<file path="config.mk">
export PLATFORM = sky130hd
export DESIGN_NAME = memwr_stage
export DESIGN_NICKNAME = d
export VERILOG_FILES = /design/src/rtl/memwr_stage.sv
export SDC_FILE = /design/constraint.sdc
export NUM_CORES = 1
export LEC_CHECK = 0
export ABC_CLOCK_PERIOD_IN_PS = 2300
export CORE_MARGIN = 2
export CORE_UTILIZATION = 50
export DETAILED_ROUTE_END_ITERATION = 8
export PLACE_DENSITY = 0.9
export SKIP_LAST_GASP = 1
export SYNTH_ARGS = -nofsm -noshare
export SYNTH_HDL_FRONTEND = slang
export SYNTH_SLANG_ARGS = --single-unit
</file>
<file path="constraint.sdc">
create_clock -name clk -period 2.3 [get_ports clk]
set_input_delay 0.69 -clock clk [delete_from_list [all_inputs] [get_ports clk]]
set_output_delay 0.69 -clock clk [all_outputs]
set_load 0.01 [all_outputs]
</file>
<file path="src/rtl/memwr_stage.sv">
// MEM->WB pipeline stage: multi-lane writeback latch with valid/ready handshake,
// optional skid entry, synchronous flush, $zero write suppression and retire counter.
module memwr_stage #(
    parameter int DATA_W        = 32,
    parameter int ADDR_W        = 5,
    parameter int LANES         = 1,
    parameter int SKID          = 1,
    parameter int ZERO_SUPPRESS = 1,
    parameter int CNT_W         = 32
) (
    input  logic                     clk,
    input  logic                     reset,
    input  logic                     flush,
    input  logic                     stall,
    input  logic                     in_valid,
    output logic                     in_ready,
    input  logic [LANES-1:0]         in_regwr,
    input  logic [LANES*DATA_W-1:0]  in_data,
    input  logic [LANES*ADDR_W-1:0]  in_addr,
    output logic                     out_valid,
    input  logic                     out_ready,
    output logic [LANES-1:0]         out_regwr,
    output logic [LANES*DATA_W-1:0]  out_data,
    output logic [LANES*ADDR_W-1:0]  out_addr,
    output logic [CNT_W-1:0]         retire_cnt
);

    logic                    m_valid;
    logic [LANES-1:0]        m_regwr;
    logic [LANES*DATA_W-1:0] m_data;
    logic [LANES*ADDR_W-1:0] m_addr;

    logic                    s_valid;
    logic [LANES-1:0]        s_regwr;
    logic [LANES*DATA_W-1:0] s_data;
    logic [LANES*ADDR_W-1:0] s_addr;

    logic [LANES-1:0]        cap_regwr;
    logic [CNT_W-1:0]        retire_inc;
    logic                    accept;
    logic                    transfer;

    // Writes to $zero are dropped at capture so they never reach the counter or regfile.
    always_comb begin
        cap_regwr = '0;
        for (int unsigned i = 0; i < LANES; i++) begin
            cap_regwr[i] = in_regwr[i]
                         & ~((ZERO_SUPPRESS != 0) & (in_addr[i*ADDR_W +: ADDR_W] == '0));
        end
    end

    always_comb begin
        if (SKID != 0) begin
            in_ready = reset & ~stall & ~flush & ~s_valid;
        end else begin
            in_ready = reset & ~stall & ~flush & (~m_valid | out_ready);
        end
    end

    assign accept    = in_valid & in_ready;
    assign transfer  = m_valid & out_ready;
    assign out_valid = m_valid;
    assign out_regwr = m_regwr & {LANES{m_valid}};
    assign out_data  = m_data;
    assign out_addr  = m_addr;

    always_comb begin
        retire_inc = '0;
        for (int unsigned i = 0; i < LANES; i++) begin
            retire_inc = retire_inc + CNT_W'(out_regwr[i]);
        end
    end

    always_ff @(posedge clk or negedge reset) begin
        if (!reset) begin
            m_valid    <= 1'b0;
            m_regwr    <= '0;
            m_data     <= '0;
            m_addr     <= '0;
            s_valid    <= 1'b0;
            s_regwr    <= '0;
            s_data     <= '0;
            s_addr     <= '0;
            retire_cnt <= '0;
        end else begin
            if (transfer) begin
                retire_cnt <= retire_cnt + retire_inc;
            end
            if (flush) begin
                m_valid <= 1'b0;
                s_valid <= 1'b0;
            end else if (SKID != 0) begin
                // Skid drains into main first; a full stage cannot accept, so no three-way conflict.
                if (transfer && s_valid) begin
                    m_regwr <= s_regwr;
                    m_data  <= s_data;
                    m_addr  <= s_addr;
                    s_valid <= 1'b0;
                end else if (accept && (!m_valid || transfer)) begin
                    m_valid <= 1'b1;
                    m_regwr <= cap_regwr;
                    m_data  <= in_data;
                    m_addr  <= in_addr;
                end else if (accept) begin
                    s_valid <= 1'b1;
                    s_regwr <= cap_regwr;
                    s_data  <= in_data;
                    s_addr  <= in_addr;
                end else if (transfer) begin
                    m_valid <= 1'b0;
                end
            end else begin
                if (accept) begin
                    m_valid <= 1'b1;
                    m_regwr <= cap_regwr;
                    m_data  <= in_data;
                    m_addr  <= in_addr;
                end else if (transfer) begin
                    m_valid <= 1'b0;
                end
            end
        end
    end

endmodule

</file>
==> results of run 1 <==
[flip-flops by register name, indices dropped and copies added (netlist names), 5 cells and up]
register    flops
out_addr        5
out_data       32
retire_cnt     32
s_addr          5
s_data         32
[cells in the final DEF (no fill, tap or decap), drive strengths merged]
cell type and n:
clkdlybuf4s50 111, dfrtp 110, mux2 110, xnor2 27
buf 23, nand4 17, nand2 15, nand3 12
clkbuf 11, o21ai 8, and2 6, and3 6
inv 5, nor4 4, nor2 4, nor3 3
xor2 3, ha 2, clkinvlp 2, dlymetal6s2s 2
clkinv 2, nor4b 1, nor2b 1, a211o 1
and4 1, a21oi 1, or4 1, a31oi 1
bufinv 1
[per-stage QoR]
step | setup slack [ps] | hold slack [ps] | std cells
floorplan | 55.9 | 394 | 354
global placement | -393 | 462 | 608
CTS | 6.25 | 456 | 624
global route | 97.4 | 484 | 624
finish | 163 | 441 | 624
detailed placement | -399 | 471 | 608
[layer usage]
metal	global-route usage [%]	up-vias	wire (um)
met5	0	-	0
met4	8.70	0	201
met3	4.17	13	571
met2	33.7	97	5210
met1	26.3	1659	4420
li1	-	1520	-
[worst max-delay path: cells and delay by family (launching register included)]
| kind | cells | cell delay [ps] |
|---|---|---|
| buffers and inverters | 2 | 740 |
| DFF | 1 | 350 |
[report_power, final]
| part | internal [mW] | switching [mW] |
|---|---|---|
| Clock | 0.534 | 0.642 |
| Sequential | 2.11 | 0.113 |
| Combinational | 0.534 | 0.265 |
| Total | 3.18 | 1.02 |
[cell type report]
class                   count  area share (%)
well taps                 133            2.53
repair buffers            136            21.0
inverters                   5           0.285
multi-input cells         224            31.4
clock inverters             5           0.893
clock buffers              11            2.15
flip-flops and latches    110            41.8
[kinds of logic after synthesis]
| group | Yosys count | synth area share, % |
|---|---|---|
| simple gates | 71 | 8.11 |
| mux | 110 | 26.7 |
| flops | 110 | 56.0 |
| fa+ha+maj | 2 | 0.509 |
| compound gates | 11 | 1.22 |
| buf+inv | 20 | 2.14 |
| xor+xnor | 30 | 5.34 |
[worst paths after layout]
kind / startpoint / to / depth (start not counted)
max in group asynchronous: reset / out_data[31] / 3
setup / recovery: out_valid / out_valid / 2
setup reg to reg: s_valid / out_addr[3] / 6
min in group clk: retire_cnt[31] / retire_cnt[31] / 1
hold reg to reg: retire_cnt[31] / retire_cnt[31] / 1
hold / removal: reset / retire_cnt[31] / 2
[what timing repair did]
action                     in CTS  in global routing
pin swaps                       0                  1
setup buffers                   0                  0
hold endpoints to repair        0                  0
resized for setup               4                  2
setup endpoints to repair       1                 13
==> parameters.txt, run 1 <==
Parameter                              Value

Synthesis
  Cell types with the highest counts after synthesis    110 x dfrtp_1, 90 x mux2_2, 27 x xnor2_1
  Post-synth net total    400
  Mapped cell area    0.00492 mm^2
  Post-synth EDFFs    0
  Cell variety after synth    27
  FFs w/ async S/R, synth    100%
  Instance count of the mapped netlist    354
  Fraction of the yosys area taken by sequential cells    56.0%
  Most instantiated library cell after synthesis    dfrtp_1
  Cell types occupying the most area after synthesis    dfrtp_1 56%, mux2_2 21%, mux2_4 6.1%, xnor2_1 4.8%, nand4_1 2.2%
  Top FF cell, synth    dfrtp_1
  Cell type with the largest total area after synthesis    dfrtp_1
  Yosys Warn Count    0
  Number of flip-flops and latches in the synthesized netlist    110
  Portion of synthesized cell area occupied by the leading cell type    56.0%
  Mean instance size in the synthesized netlist    13.9 um^2

Floorplanning
  Floorplan core area    0.00964 mm^2
  DIE WIDTH    103 um
  Die area    0.0106 mm^2
  Number of standard-cell rows in the floorplan    36
  Die height    103 um
  Initial core utilization    51.0%
  Total I/O pin count    116

Finish
  Area used by sequential logic in the layout    0.00275 mm^2
  Final design utilization    68.3%
  Fraction of layout cells with a size suffix above 1    31.0%
  Final non-filler cell area    0.00659 mm^2
  Count of nets after finishing    532
  Layout filler cell count    716
  Multi-input gate area    0.00207 mm^2
  Antenna Cells    0
  Area growth, synth to finish    33.9%

Worst setup path
  CP Class    flop to primary output
  Critical path required time    1610 ps
  Critical path's largest stage delay    580 ps
  Highest fanout seen on the critical path    10
  Element type at the critical path start    flop
  Critical Path Slowest Stage Cell    clkdlybuf4s50_1
  Crit path arrival time    1450 ps
  Reg-to-reg slack, setup    310 ps
  Crit-path cells    buf_4 > clkdlybuf4s50_1
  Critical Path Sink Type    primary output

STA
  RSZ-0062 raised after global routing    false
  Worst setup skew after layout    8.31 ps
  Worst-case headroom to the max-slew limit    49.1%
  Fmax    468 MHz
  Minimum period implied by the final worst setup slack    2140 ps
  Slew @ Worst Pin    763 ps
  Final clock period utilization by the worst path    92.9%
  Setup TNS after final layout    0 ps
  Final Hold Vio Count    0
  Final setup violation count    0
  Max-slew violation count    0

Pwr
  IR Drop Worst-Case VDD    369 uV
  Final Power    4.20 mW
  Areal power density over the cells    638 mW/mm^2
  Static Leak    2.98 nW

Global route
  Global-route wire length before repair    16.7 mm
  Leftover overflow at the end of global routing    0
  Number of antenna violations at the first check in global routing    0
  Maximum number of pins on one net before global-route repair    61
  Vias in the first global route    3416
  Global Route Usage Sum    20.4%

Run status
  Status    finished clean

Place
  IO Port Bufs    115
  HPWL after detailed placement    7.42 mm
  Final GP Congestion    0.879
  Placed cell areas    0.00639 mm^2

Clock network
  Clock transition time at the flip-flop clock pins of the worst setup and hold paths    100 ps
  Hold bufs inserted after CTS    0
  CTS max path bufs    2
  Insertion delay of the later-clocked pin in the worst-skew pair    360 ps
  CTS tree    yes
  Sink count of the clock tree    110
  Number of CTS-inserted buffers    9
  Max H-tree Level    3
  Cell at the root of the clock tree    clkbuf_8

Run
  Max-Cap Viols    0

Routing
  Detailed-routing iteration count for the pre-antenna-repair pass    6
  Routed length per placed instance    16.7 um
  DR vias/cell    5.27
  DRC violations left    0
  Total Wirelength    10.4 mm
  Iteration-0 DRC count of the detailed router    77
  Number of nets with antenna violations after routing    0
  Routed vias    3289

Worst hold path
  Type of the worst min-delay path    input pin to asynchronous set/reset pin
No activity file was read; power rests on OpenSTA's default activity.
==> inputs of run 2 (changes only) <==
--- a/config.mk
+++ b/config.mk
@@ -5,11 +5,13 @@
 export SDC_FILE = /design/constraint.sdc
 export NUM_CORES = 1
 export LEC_CHECK = 0
-export ABC_CLOCK_PERIOD_IN_PS = 2300
+export ABC_AREA = 0
+export ABC_CLOCK_PERIOD_IN_PS = 2760
+export CAP_MARGIN = 20
 export CORE_MARGIN = 2
-export CORE_UTILIZATION = 50
+export CORE_UTILIZATION = 54
 export DETAILED_ROUTE_END_ITERATION = 8
-export PLACE_DENSITY = 0.9
+export PLACE_DENSITY = 0.95
 export SKIP_LAST_GASP = 1
 export SYNTH_ARGS = -nofsm -noshare
 export SYNTH_HDL_FRONTEND = slang
==> constraint.sdc (replaced) <==
create_clock -name clk -period 2.76 [get_ports clk]
set_input_delay 0.828 -clock clk [delete_from_list [all_inputs] [get_ports clk]]
set_output_delay 0.828 -clock clk [all_outputs]
set_load 0.01 [all_outputs]
==> run 2 against run 1 <==
  * Die area shrank 7.1%
  * Via count shrank 1.4%
  * Combinational power shrank 17%
  * Worst setup slack lost 130 ps
  * Clock skew grew 8.9 ps
  * Final area shrank 1.4%
  * Final cell count shrank 5.4%
  * Largest cell class unchanged
  * Highest routed layer unchanged
==> parameters.txt, run 2 (synthesis results as in run 1) <==
Parameter                              Value

Routing
  Routed length on met2    5.44 mm (was 5.21 mm)
  Total Wirelength    10.4 mm (about the same)
  DR vias/cell    5.49 (was 5.27)
  Highest metal layer used by the detailed router    met4 (unchanged)
  Detailed-routing iteration count for the pre-antenna-repair pass    4 (was 6)
  Routed length per placed instance    17.6 um (was 16.7 um)
  Iteration-0 DRC count of the detailed router    48 (was 77)
  Number of nets with antenna violations after routing    0 (unchanged)
  Met1 WL    4.24 mm (was 4.42 mm)
  Routed vias    3242 (was 3289)
  DRC violations left    0 (unchanged)
  Metal3 WL    583 um (was 571 um)

Floorplanning
  Initial core utilization    56.1% (was 51.0%)
  Die height    99.4 um (was 103 um)
  Floorplan core area    0.00876 mm^2 (was 0.00964 mm^2)
  DIE WIDTH    99.4 um (was 103 um)
  Total I/O pin count    116 (unchanged)
  Number of standard-cell rows in the floorplan    34 (was 36)
  Die area    0.00989 mm^2 (was 0.0106 mm^2)

Worst setup path
  CP Class    input pin to primary output (was flop to primary output)
  Crit-path cells    clkdlybuf4s50_1 > nor4b_4 > dlygate4sd2_1 (was buf_4 > clkdlybuf4s50_1)
  Critical path required time    1930 ps (was 1610 ps)
  Critical Path Slowest Stage Cell    clkdlybuf4s50_1 (unchanged)
  Element type at the critical path start    input pin (was flop)
  Worst reg2reg endpoint    retire_cnt[28] (was out_addr[3])
  Worst reg2reg path startpoint    out_valid (was s_valid)
  Highest fanout seen on the critical path    2 (was 10)
  Critical Path Sink Type    primary output (unchanged)
  Crit path arrival time    1900 ps (was 1450 ps)
  Count of cell instances traversed by the critical path    3 (was 2)
  Bufs and invs on worst path    2 (unchanged)
  Kind of cell with the highest combined delay on the critical path    buffers and inverters (unchanged)
  Reg-to-reg slack, setup    590 ps (was 310 ps)
  Critical path's largest stage delay    460 ps (was 580 ps)
  Depth of the worst register-to-register path    8 (was 6)

Pwr
  Final Power    3.60 mW (was 4.20 mW)
  Static Leak    2.93 nW (was 2.98 nW)
  Internal power contribution    2.72 mW (was 3.18 mW)
  Reg power frac    51.6% (was 53.0%)
  Sw Pwr    0.875 mW (was 1.02 mW)
  Sw Share    24.3% (about the same)
  Portion of total power attributed to combinational logic    18.6% (was 19.0%)
  IR Drop Worst-Case VDD    423 uV (was 369 uV)
  Areal power density over the cells    554 mW/mm^2 (was 638 mW/mm^2)
  Part of the total power dissipated in the clock network    29.8% (was 28.0%)

STA
  Final clock period utilization by the worst path    98.7%
  Setup TNS after final layout    0 ps (unchanged)
  Worst setup skew after layout    17.2 ps (was 8.31 ps)
  Final worst hold slack    478 ps (was 441 ps)
  Max-slew violation count    0 (unchanged)
  Slew @ Worst Pin    712 ps (was 763 ps)
  Final worst-path setup slack    35.4 ps (was 163 ps)
  Final Hold Vio Count    0 (unchanged)
  Minimum period implied by the final worst setup slack    2720 ps
  Worst-case headroom to the max-slew limit    52.5% (was 49.1%)
  Fmax    367 MHz
  RSZ-0062 raised after global routing    false (unchanged)
  Final setup violation count    0 (unchanged)

Finish
  Filler-free cell count of the finished design    590 (was 624)
  Antenna Cells    0 (unchanged)
  Most frequent standard cell in the layout excluding fill and tap cells    clkdlybuf4s50_1 (unchanged)
  Final non-filler cell area    0.00649 mm^2 (was 0.00659 mm^2)
  Layout filler cell count    576 (was 716)
  Area growth, synth to finish    32.1% (was 33.9%)
  Leading cell types in the layout, fill and taps excluded    113 x clkdlybuf4s50_1, 110 x dfrtp_1, 90 x mux2_2, 27 x xnor2_1, 20 x mux2_4 (was 111 x clkdlybuf4s50_1, 110 x dfrtp_1, 90 x mux2_2, 27 x xnor2_1, 20 x mux2_4)
  Fraction of layout cells with a size suffix above 1    29.7% (was 31.0%)
  Count of nets after finishing    523 (was 532)
  Final design utilization    74.1% (was 68.3%)

Clock network
  Sink count of the clock tree    110 (unchanged)
  Insertion delay of the later-clocked pin in the worst-skew pair    370 ps (was 360 ps)
  CTS max path bufs    2 (unchanged)
  Number of setup buffers added after CTS    0 (unchanged)
  Max H-tree Level    3 (unchanged)
  Clock transition time at the flip-flop clock pins of the worst setup and hold paths    110 ps (was 100 ps)
  Cell at the root of the clock tree    clkbuf_8 (unchanged)
  Number of CTS-inserted buffers    9 (unchanged)
  CTS tree    yes (unchanged)
  Hold bufs inserted after CTS    0 (unchanged)

Run
  Max-Cap Viols    0 (unchanged)

Global route
  Number of antenna violations at the first check in global routing    0 (unchanged)
  Leftover overflow at the end of global routing    0 (unchanged)
  Vias in the first global route    3434 (was 3416)
  Global-route wire length before repair    16.9 mm (was 16.7 mm)
  Global Route Usage Sum    21.7% (was 20.4%)
  Maximum number of pins on one net before global-route repair    58 (was 61)

Worst hold path
  Worst Hold Path Cells    1
  Hold endpoint    retire_cnt[31]
  Type of the worst min-delay path    flop to flop (was input pin to asynchronous set/reset pin)
  Origin of the worst min-delay path    retire_cnt[31]

Place
  Worst-case setup slack after placement    -242 ps (was -399 ps)
  Cell Count Post-Placement    574 (was 608)
  Final GP Congestion    0.820 (was 0.879)
  HPWL after detailed placement    7.37 mm (was 7.42 mm)
  Placed cell areas    0.00628 mm^2 (was 0.00639 mm^2)
  IO Port Bufs    115 (unchanged)

Run status
  Status    finished clean (unchanged)
## run 2: worst max path at each step
stage | endpoint | slack (ps) | startpoint
CTS | in_ready | 40 | flush
global route | in_ready | 10 | flush
floorplan | m_regwr | 470 | flush
global placement | in_ready | -210 | flush
finish | in_ready | 40 | flush
detailed placement | in_ready | -240 | flush
## run 2: final cells by class
cell class,instances,area (um^2),area share (%)
clock inverters,7,96.3,1.48
multi-input cells,224,2070,31.8
flip-flops and latches,110,2750,42.4
clock buffers,9,124,1.91
inverters,5,18.8,0.289
repair buffers,127,1300,20.0
well taps,108,135,2.08
## run 2: power groups by stage
stage	combinational [mW]	clock, mW	sequential (mW)
6_report	0.667	1.07	1.85
2_1_floorplan	0.208	0	1.93
4_1_cts	0.678	1.10	1.86
3_5_place_dp	0.677	0	1.88
5_1_grt	0.713	1.16	1.87
3_3_place_gp	0.652	0	1.88
## run 2: metal layers
layer | track usage [%] | up-vias
li1 | - | 1504
met4 | 5.37 | 0
met5 | 0 | -
met1 | 26.6 | 1639
met2 | 38.4 | 88
met3 | 5.41 | 11
## run 2: repair_timing
| action | CTS | global route |
|---|---|---|
| endpoints found under the setup margin | 1 | 0 |
| hold endpoints to repair | 0 | 0 |
| resized for setup | 1 | 0 |
